## config.mk

```make
export PLATFORM = sky130hd
export DESIGN_NAME = pci_simple_target
export DESIGN_NICKNAME = d
export VERILOG_FILES = /design/src/rtl/pci_simple_target.sv
export SDC_FILE = /design/constraint.sdc
export NUM_CORES = 1
export LEC_CHECK = 0
export CORE_MARGIN = 8
export CORE_UTILIZATION = 60
export CTS_BUF_LIST = sky130_fd_sc_hd__clkbuf_8
export CTS_CLUSTER_DIAMETER = 120
export DETAILED_ROUTE_END_ITERATION = 7
export GPL_TIMING_DRIVEN = 1
export PLACE_DENSITY = 0.78
export SYNTH_ARGS = -nofsm -noshare
export SYNTH_HDL_FRONTEND = slang
export SYNTH_SLANG_ARGS = --single-unit
```

## constraint.sdc

```tcl
create_clock -name clk -period 10.19 [get_ports clk]
set_input_delay 2.038 -clock clk [delete_from_list [all_inputs] [get_ports clk]]
set_output_delay 2.038 -clock clk [all_outputs]
set_load 0.05 [all_outputs]
```

## src/rtl/pci_simple_target.sv

```systemverilog
// Single-function PCI memory target: claims mem read/write cycles to a fixed
// window backed by a DEPTH x 32-bit register file, with programmable DEVSEL/TRDY timing.
module pci_simple_target #(
    parameter logic [31:0] BASE_ADDR   = 32'h0000_1000,
    parameter int unsigned DEPTH       = 16,
    parameter int unsigned DEVSEL_LAT  = 1,
    parameter int unsigned WAIT_STATES = 0
) (
    input  logic        clk,
    input  logic        reset_,
    input  logic        FRAME_,
    input  logic        IRDY_,
    input  logic [3:0]  C_BE_,
    input  logic [31:0] AD_in,
    output logic [31:0] AD_out,
    output logic        AD_oe,
    output logic        TRDY_,
    output logic        DEVSEL_,
    output logic        busy
);
    localparam int unsigned AW   = $clog2(DEPTH);
    localparam int unsigned T_WR = DEVSEL_LAT + WAIT_STATES;
    localparam int unsigned T_RD = (T_WR < 2) ? 2 : T_WR;
    localparam logic [3:0]  LAT_C  = 4'(DEVSEL_LAT);
    localparam logic [3:0]  TWR_C  = 4'(T_WR);
    localparam logic [3:0]  TRD_C  = 4'(T_RD);

    typedef enum logic [1:0] {IDLE, IGNORE, DEVWAIT, DATA} state_t;

    state_t          state_q, state_d;
    logic            frame_prev_q;
    logic            wr_q, wr_d;
    logic [AW-1:0]   idx_q, idx_d, idx_inc;
    logic [3:0]      cnt_q, cnt_d;
    logic            trdy_q, trdy_d;
    logic            devsel_q, devsel_d;
    logic            oe_q, oe_d;
    logic            busy_q, busy_d;
    logic [31:0]     ad_out_q, ad_out_d;
    logic            mem_we;
    logic [31:0]     mem_q [DEPTH];
    logic            claim;
    logic            unused_ad_lsb;

    assign unused_ad_lsb = ^AD_in[1:0];
    assign idx_inc = idx_q + AW'(1);
    assign claim   = (C_BE_[3:1] == 3'b011) &&
                     (AD_in[31:AW+2] == BASE_ADDR[31:AW+2]);

    assign AD_out  = ad_out_q;
    assign AD_oe   = oe_q;
    assign TRDY_   = trdy_q;
    assign DEVSEL_ = devsel_q;
    assign busy    = busy_q;

    always_comb begin
        state_d  = state_q;
        wr_d     = wr_q;
        idx_d    = idx_q;
        cnt_d    = cnt_q;
        trdy_d   = trdy_q;
        devsel_d = devsel_q;
        oe_d     = oe_q;
        busy_d   = busy_q;
        ad_out_d = ad_out_q;
        mem_we   = 1'b0;
        case (state_q)
            IDLE: begin
                if (!FRAME_ && frame_prev_q) begin
                    idx_d = AD_in[AW+1:2];
                    wr_d  = C_BE_[0];
                    if (claim) begin
                        state_d = DEVWAIT;
                        busy_d  = 1'b1;
                        cnt_d   = 4'd1;
                    end else begin
                        state_d = IGNORE;
                    end
                end
            end
            IGNORE: begin
                if (FRAME_ && IRDY_) state_d = IDLE;
            end
            DEVWAIT: begin
                if (FRAME_ && IRDY_) begin
                    state_d  = IDLE;
                    trdy_d   = 1'b1;
                    devsel_d = 1'b1;
                    oe_d     = 1'b0;
                    busy_d   = 1'b0;
                end else begin
                    // cnt_q holds the index of the current edge after the address phase
                    if (cnt_q != 4'hF) cnt_d = cnt_q + 4'd1;
                    if (cnt_q >= LAT_C) devsel_d = 1'b0;
                    oe_d = !wr_q;
                    if (cnt_q >= (wr_q ? TWR_C : TRD_C)) begin
                        trdy_d  = 1'b0;
                        state_d = DATA;
                        if (!wr_q) ad_out_d = mem_q[idx_q];
                    end
                end
            end
            DATA: begin
                if (!IRDY_) begin
                    idx_d  = idx_inc;
                    mem_we = wr_q;
                    if (FRAME_) begin
                        state_d  = IDLE;
                        trdy_d   = 1'b1;
                        devsel_d = 1'b1;
                        oe_d     = 1'b0;
                        busy_d   = 1'b0;
                    end else if (!wr_q) begin
                        ad_out_d = mem_q[idx_inc];
                    end
                end else if (FRAME_) begin
                    state_d  = IDLE;
                    trdy_d   = 1'b1;
                    devsel_d = 1'b1;
                    oe_d     = 1'b0;
                    busy_d   = 1'b0;
                end
            end
            default: state_d = IDLE;
        endcase
    end

    always_ff @(posedge clk) begin
        frame_prev_q <= FRAME_;
        if (!reset_) begin
            state_q  <= IDLE;
            wr_q     <= 1'b0;
            idx_q    <= '0;
            cnt_q    <= '0;
            trdy_q   <= 1'b1;
            devsel_q <= 1'b1;
            oe_q     <= 1'b0;
            busy_q   <= 1'b0;
            ad_out_q <= '0;
            for (int unsigned i = 0; i < DEPTH; i++) mem_q[i] <= '0;
        end else begin
            state_q  <= state_d;
            wr_q     <= wr_d;
            idx_q    <= idx_d;
            cnt_q    <= cnt_d;
            trdy_q   <= trdy_d;
            devsel_q <= devsel_d;
            oe_q     <= oe_d;
            busy_q   <= busy_d;
            ad_out_q <= ad_out_d;
            if (mem_we) begin
                for (int unsigned b = 0; b < 4; b++)
                    if (!C_BE_[b]) mem_q[idx_q][8*b +: 8] <= AD_in[8*b +: 8];
            end
        end
    end
endmodule

```

# After elaboration in Yosys (flattened, before gate mapping)
# Memory sizes are Yosys's and may differ from the RTL's. A register that Yosys moved wholly into a read port is not among the register bits.
# Index checks and enable logic that the tools add are counted.
dict set report totals {
  register_bits 48
  latch_bits 0
  ramBits 512
  romBits 0
  in_bits 40
  output_inout_bits 36
  elab_cells 116
  n_memories 1
}
# memory words width rd rd_ports_with_merged_regs write_ports line
set memory_table {}
lappend memory_table {mem_q 16 32 2 1 16 41} ;# logic [31:0] mem_q [DEPTH];
dict set report classes {
  n_addsub 2
  mul 0
  div 0
  order_cmp 2
  eq_ne 20
  n_shift 0
  muxes 61
  n_bitwise 0
  n_reduce_logical 20
}
# op count
set op_table {}
lappend op_table {{$mux W32} 7}
lappend op_table {{$pmux W32 S2} 1}
lappend op_table {{$mux W4} 10}
lappend op_table {{$reduce_or A32 Y1} 1}
lappend op_table {{$mux W1} 29}
lappend op_table {{$eq A26 B7 Y1 const B} 1}
lappend op_table {{$ne A2 B2 Y1 const B} 12}
lappend op_table {{$pmux W4 S2} 2}
lappend op_table {{$mux W2} 7}
lappend op_table {{$reduce_and A5 Y1} 2}
lappend op_table {{$reduce_and A3 Y1} 3}
lappend op_table {{$add A4 B1 Y4 const B} 2}
lappend op_table {{$pmux W2 S4} 1}
lappend op_table {{$reduce_and A7 Y1} 1}
lappend op_table {{$ne A3 B3 Y1 const B} 2}
lappend op_table {{$pmux W1 S2} 3}
lappend op_table {{$reduce_bool A2 Y1} 3}
lappend op_table {{$eq A2 B2 Y1 const B} 2}
lappend op_table {{$ge A4 B1 Y1 const B} 1}
lappend op_table {{$ge A4 B2 Y1} 1}
lappend op_table {{$ne A4 B4 Y1 const B} 1}
lappend op_table {{$reduce_and A2 Y1} 2}
lappend op_table {{$reduce_and A4 Y1} 1}
lappend op_table {{$eq A3 B2 Y1 const B} 1}
lappend op_table {{6 further kinds} 9}

# Longest topological paths before layout
dict set report logic_depth {
  depth_word 7
  depth_mapped 14
  ltp_nobuf 7
}

# Worst setup path before layout
# No wires, ideal clock.
dict set report synth_timing {
  path_type {input to register}
  startpoint {input port IRDY_}
  endpoint {memory mem_q[1][0], enable pin}
  arrival_time_ns 3.578
  required_time_ns 9.806
  setup_slack_ns 6.228
  cell_stages 5
  path_buffers 2
  cell_sequence {nand4b_1 -> or2_2 -> clkbuf_1 -> clkbuf_1 -> o21ai_0}
}
# item line
set synth_lines {}
lappend synth_lines {{start, declared} 12} ;# input logic IRDY_,
lappend synth_lines {{end, declared} 41}

==> impl_metrics.json <==
{
  "status": "finished clean",
  "synth_compound_area_frac": 0.05322,
  "avgSynthCellArea_um2": 14.16,
  "ys_ff_latch": 564,
  "hold_violations": 0,
  "initial_core_util": 0.6027,
  "cts_resized": 0,
  "worst_pin_slew_ps": 1287,
  "final_cells": 2922,
  "crit_path_end_kind": "register",
  "ys_async_sr_fraction": 0,
  "slowest_delay_ps": 1080,
  "die_w_um": 239.3,
  "cap_violations": 0,
  "synth_adder_area_share": 0.005435,
  "cts_buffers": 92,
  "layout_min_cycle_time_ps": 4668,
  "fmax_mhz": 214.2,
  "cts.sinks": 564,
  "n_fill_cell": 3482,
  "p_leak_nw": 11.57,
  "cp-start-kind": "input pin",
  "via_count": 20287,
  "finalCoreUtilization": 0.6674,
  "power_mw": 7.386,
  "fin_tns_setup_ps": 0,
  "powerDensity_nw_per_um2": 222.9,
  "dp_slack_ps": 4915,
  "drc": 0,
  "synth_edf_count": 512,
  "critPathBufInv": 1,
  "rsz0062_at_grt": "false",
  "grt_use_total": 0.3018,
  "hpwl_um": 56680,
  "yosysTopAreaCell": "edfxtp_1",
  "htree_levels": 3,
  "antenna_found_initial": 2,
  "required_ps": 10480,
  "layout-drive-gt1-share": 0.1938,
  "multi_input_area_um2": 12710,
  "num_rows": 82,
  "area_growth_syn_to_layout_pct": 10.73,
  "first_iter_violations": 2859,
  "min_period_over_period": 0.4581,
  "wl_per_cell_um": 29.52,
  "cts_hold_buf": 0,
  "worstSetupPathType": "input pin to register",
  "gp_congestion": 0.9073,
  "ys_types": 58,
  "synth_area_leaders": "edfxtp_1 (51%), mux4_2 (18%), and2_1 (10%)",
  "synth_top_family_by_area": "multiplexers",
  "yosysWarnings": 0,
  "die-area_um2": 57290,
  "syn-cell-area_um2": 29930,
  "crit_chain": "clkdlybuf4s50_1 > nand4b_1 > or2_1 > o21ai_0",
  "synth_top_flop_cell": "edfxtp_1",
  "setup_viol": 0,
  "ant_nets": 0,
  "wl_um": 86250,
  "slew-limit-headroom": 0.1407,
  "maxSlewViolCount": 0,
  "post_cts_buffers": 0,
  "cp.arrival_ps": 4960,
  "clock_latency_ps": 700,
  "grt_max_degree": 132,
  "synth_nets": 2166,
  "crit_slowest_cell": "o21ai_0",
  "fin_skew_ps": 42.47,
  "setup_ws_ps": 5522,
  "regArea_um2": 16430,
  "cp_max_fo": 32,
  "fin_nets": 2224,
  "synth_top_area_frac": 0.5137,
  "yosys.area_share.simple": 0.1466,
  "die_y_um": 239.3,
  "ios": 76,
  "synth_xor_area_frac": 0.001421,
  "cts_tree": "done",
  "hp-class": "register to register",
  "cts_root_buf": "clkbuf_8",
  "post_drt_via_cell_ratio": 6.943,
  "gr-total-overflow": 0,
  "grt_pass1_vias": 19950,
  "crit_family": "simple AND/OR/NAND/NOR gates",
  "dr.pass1.iters": 6,
  "io_buffers": 75,
  "dp_cells": 2749,
  "synthMuxAreaShare": 0.2163,
  "clk_pin_slew_ps": 70,
  "syn-instance-count": 2113,
  "grt_pass1_wl_um": 127300,
  "core_um2": 49660,
  "ir_worst_vdd_uv": 195.6,
  "yosysSeqAreaShare": 0.5485,
  "clockBufferDepth": 3
}
[sequential cells by signal, summed over array words and instances (netlist names), named ones only]
register	flops
AD_out	32
mem_q	512
idx_q	4
frame_prev_q	1
state_q	2
busy	1
DEVSEL_	1
AD_oe	1
wr_q	1
TRDY_	1
cnt_q	4
[worst reg2reg max path: stages (launching register included)]
cell and delay, ps:
dfxtp_1 420, inv_1 130, ha_4 970, buf_4 910, mux4_1 530, mux4_2 490, a221o_1 360
[layer usage]
| layer | track usage | up-vias | share of wire |
|---|---|---|---|
| li1 | - | 8307 | - |
| met1 | 0.3933 | 10082 | 0.35 |
| met2 | 0.4596 | 1607 | 0.46 |
| met3 | 0.09341 | 291 | 0.14 |
| met4 | 0.1493 | 0 | 0.050 |
| met5 | 0 | - | 0 |
[placed cells by master, fill, tap and decap left out, types with 14 or more instances in the layout]
cell	count
mux4_2	241
a221oi_1	19
mux4_1	15
a221o_1	17
o21ai_0	92
o22ai_1	17
nor3_1	34
nor4_1	22
dfxtp_1	49
clkdlybuf4s50_1	74
a211oi_1	18
inv_1	62
a21oi_1	33
nand3_1	37
mux2i_1	65
edfxtp_1	512
clkbuf_8	98
nor2_1	77
a31oi_1	14
buf_4	52
and2_1	496
nand2_1	82
[final timing paths]
path	startpoint	to	slack, ps	cells past startpoint
max	IRDY_	mem_q[6][30]	5520	4
min	AD_oe	AD_oe	510	2
max reg2reg	idx_q[1]	AD_out[9]	6240	6
min reg2reg	AD_oe	AD_oe	510	2
[layout make-up]
type	instances	share of cell area
Antenna cell	5	0.0003775
Clock buffer	98	0.04070
Sequential cell	564	0.4957
Inverter	31	0.003511
Multi-Input combinational cell	1355	0.3835
Timing Repair Buffer	127	0.03473
Tap cell	672	0.02537
Clock inverter	70	0.01616
[synth_stat cells (all sizes together), types with 4 or more instances]
cell	number
nand2	82
mux4	256
or2	4
a22oi	13
clkbuf	112
edfxtp	512
a221oi	19
and2	496
a21oi	33
nor4	23
a221o	17
mux2i	65
ha	13
a32oi	5
a31oi	14
inv	29
dfxtp	52
nor3	34
o21ai	93
o22ai	17
nor2	77
buf	51
nor2b	4
a211oi	18
nand3	37
[stage by stage]
stage	area (um2)	hold WS [ps]
4_1_cts	33130	511.7
6_report	33140	509.1
2_1_floorplan	29930	519.2
3_3_place_gp	31250	474.0
3_5_place_dp	31250	502.5
5_1_grt	33130	542.2
[logic make-up (layout without fill, tap and decap cells)]
family / count (synthesis) / count (layout)
XOR/XNOR: 4 / 4
flip-flops: 564 / 564
AO/OA/AOI/OAI: 242 / 242
other: 0 / 5
buffers and inverters: 194 / 326
multiplexers: 321 / 321
AND/OR/NAND/NOR: 775 / 775
adder cells (fa/ha/maj): 13 / 13
[report_power, final]
part,leakage (nW),internal (mW),switching (mW)
combinational,4.77,1.11,1.42
sequential,5.71,2.63,0.168
clock,1.08,1.12,0.944
total,11.6,4.86,2.53
Note: power is estimated with default switching activity, not from simulation.
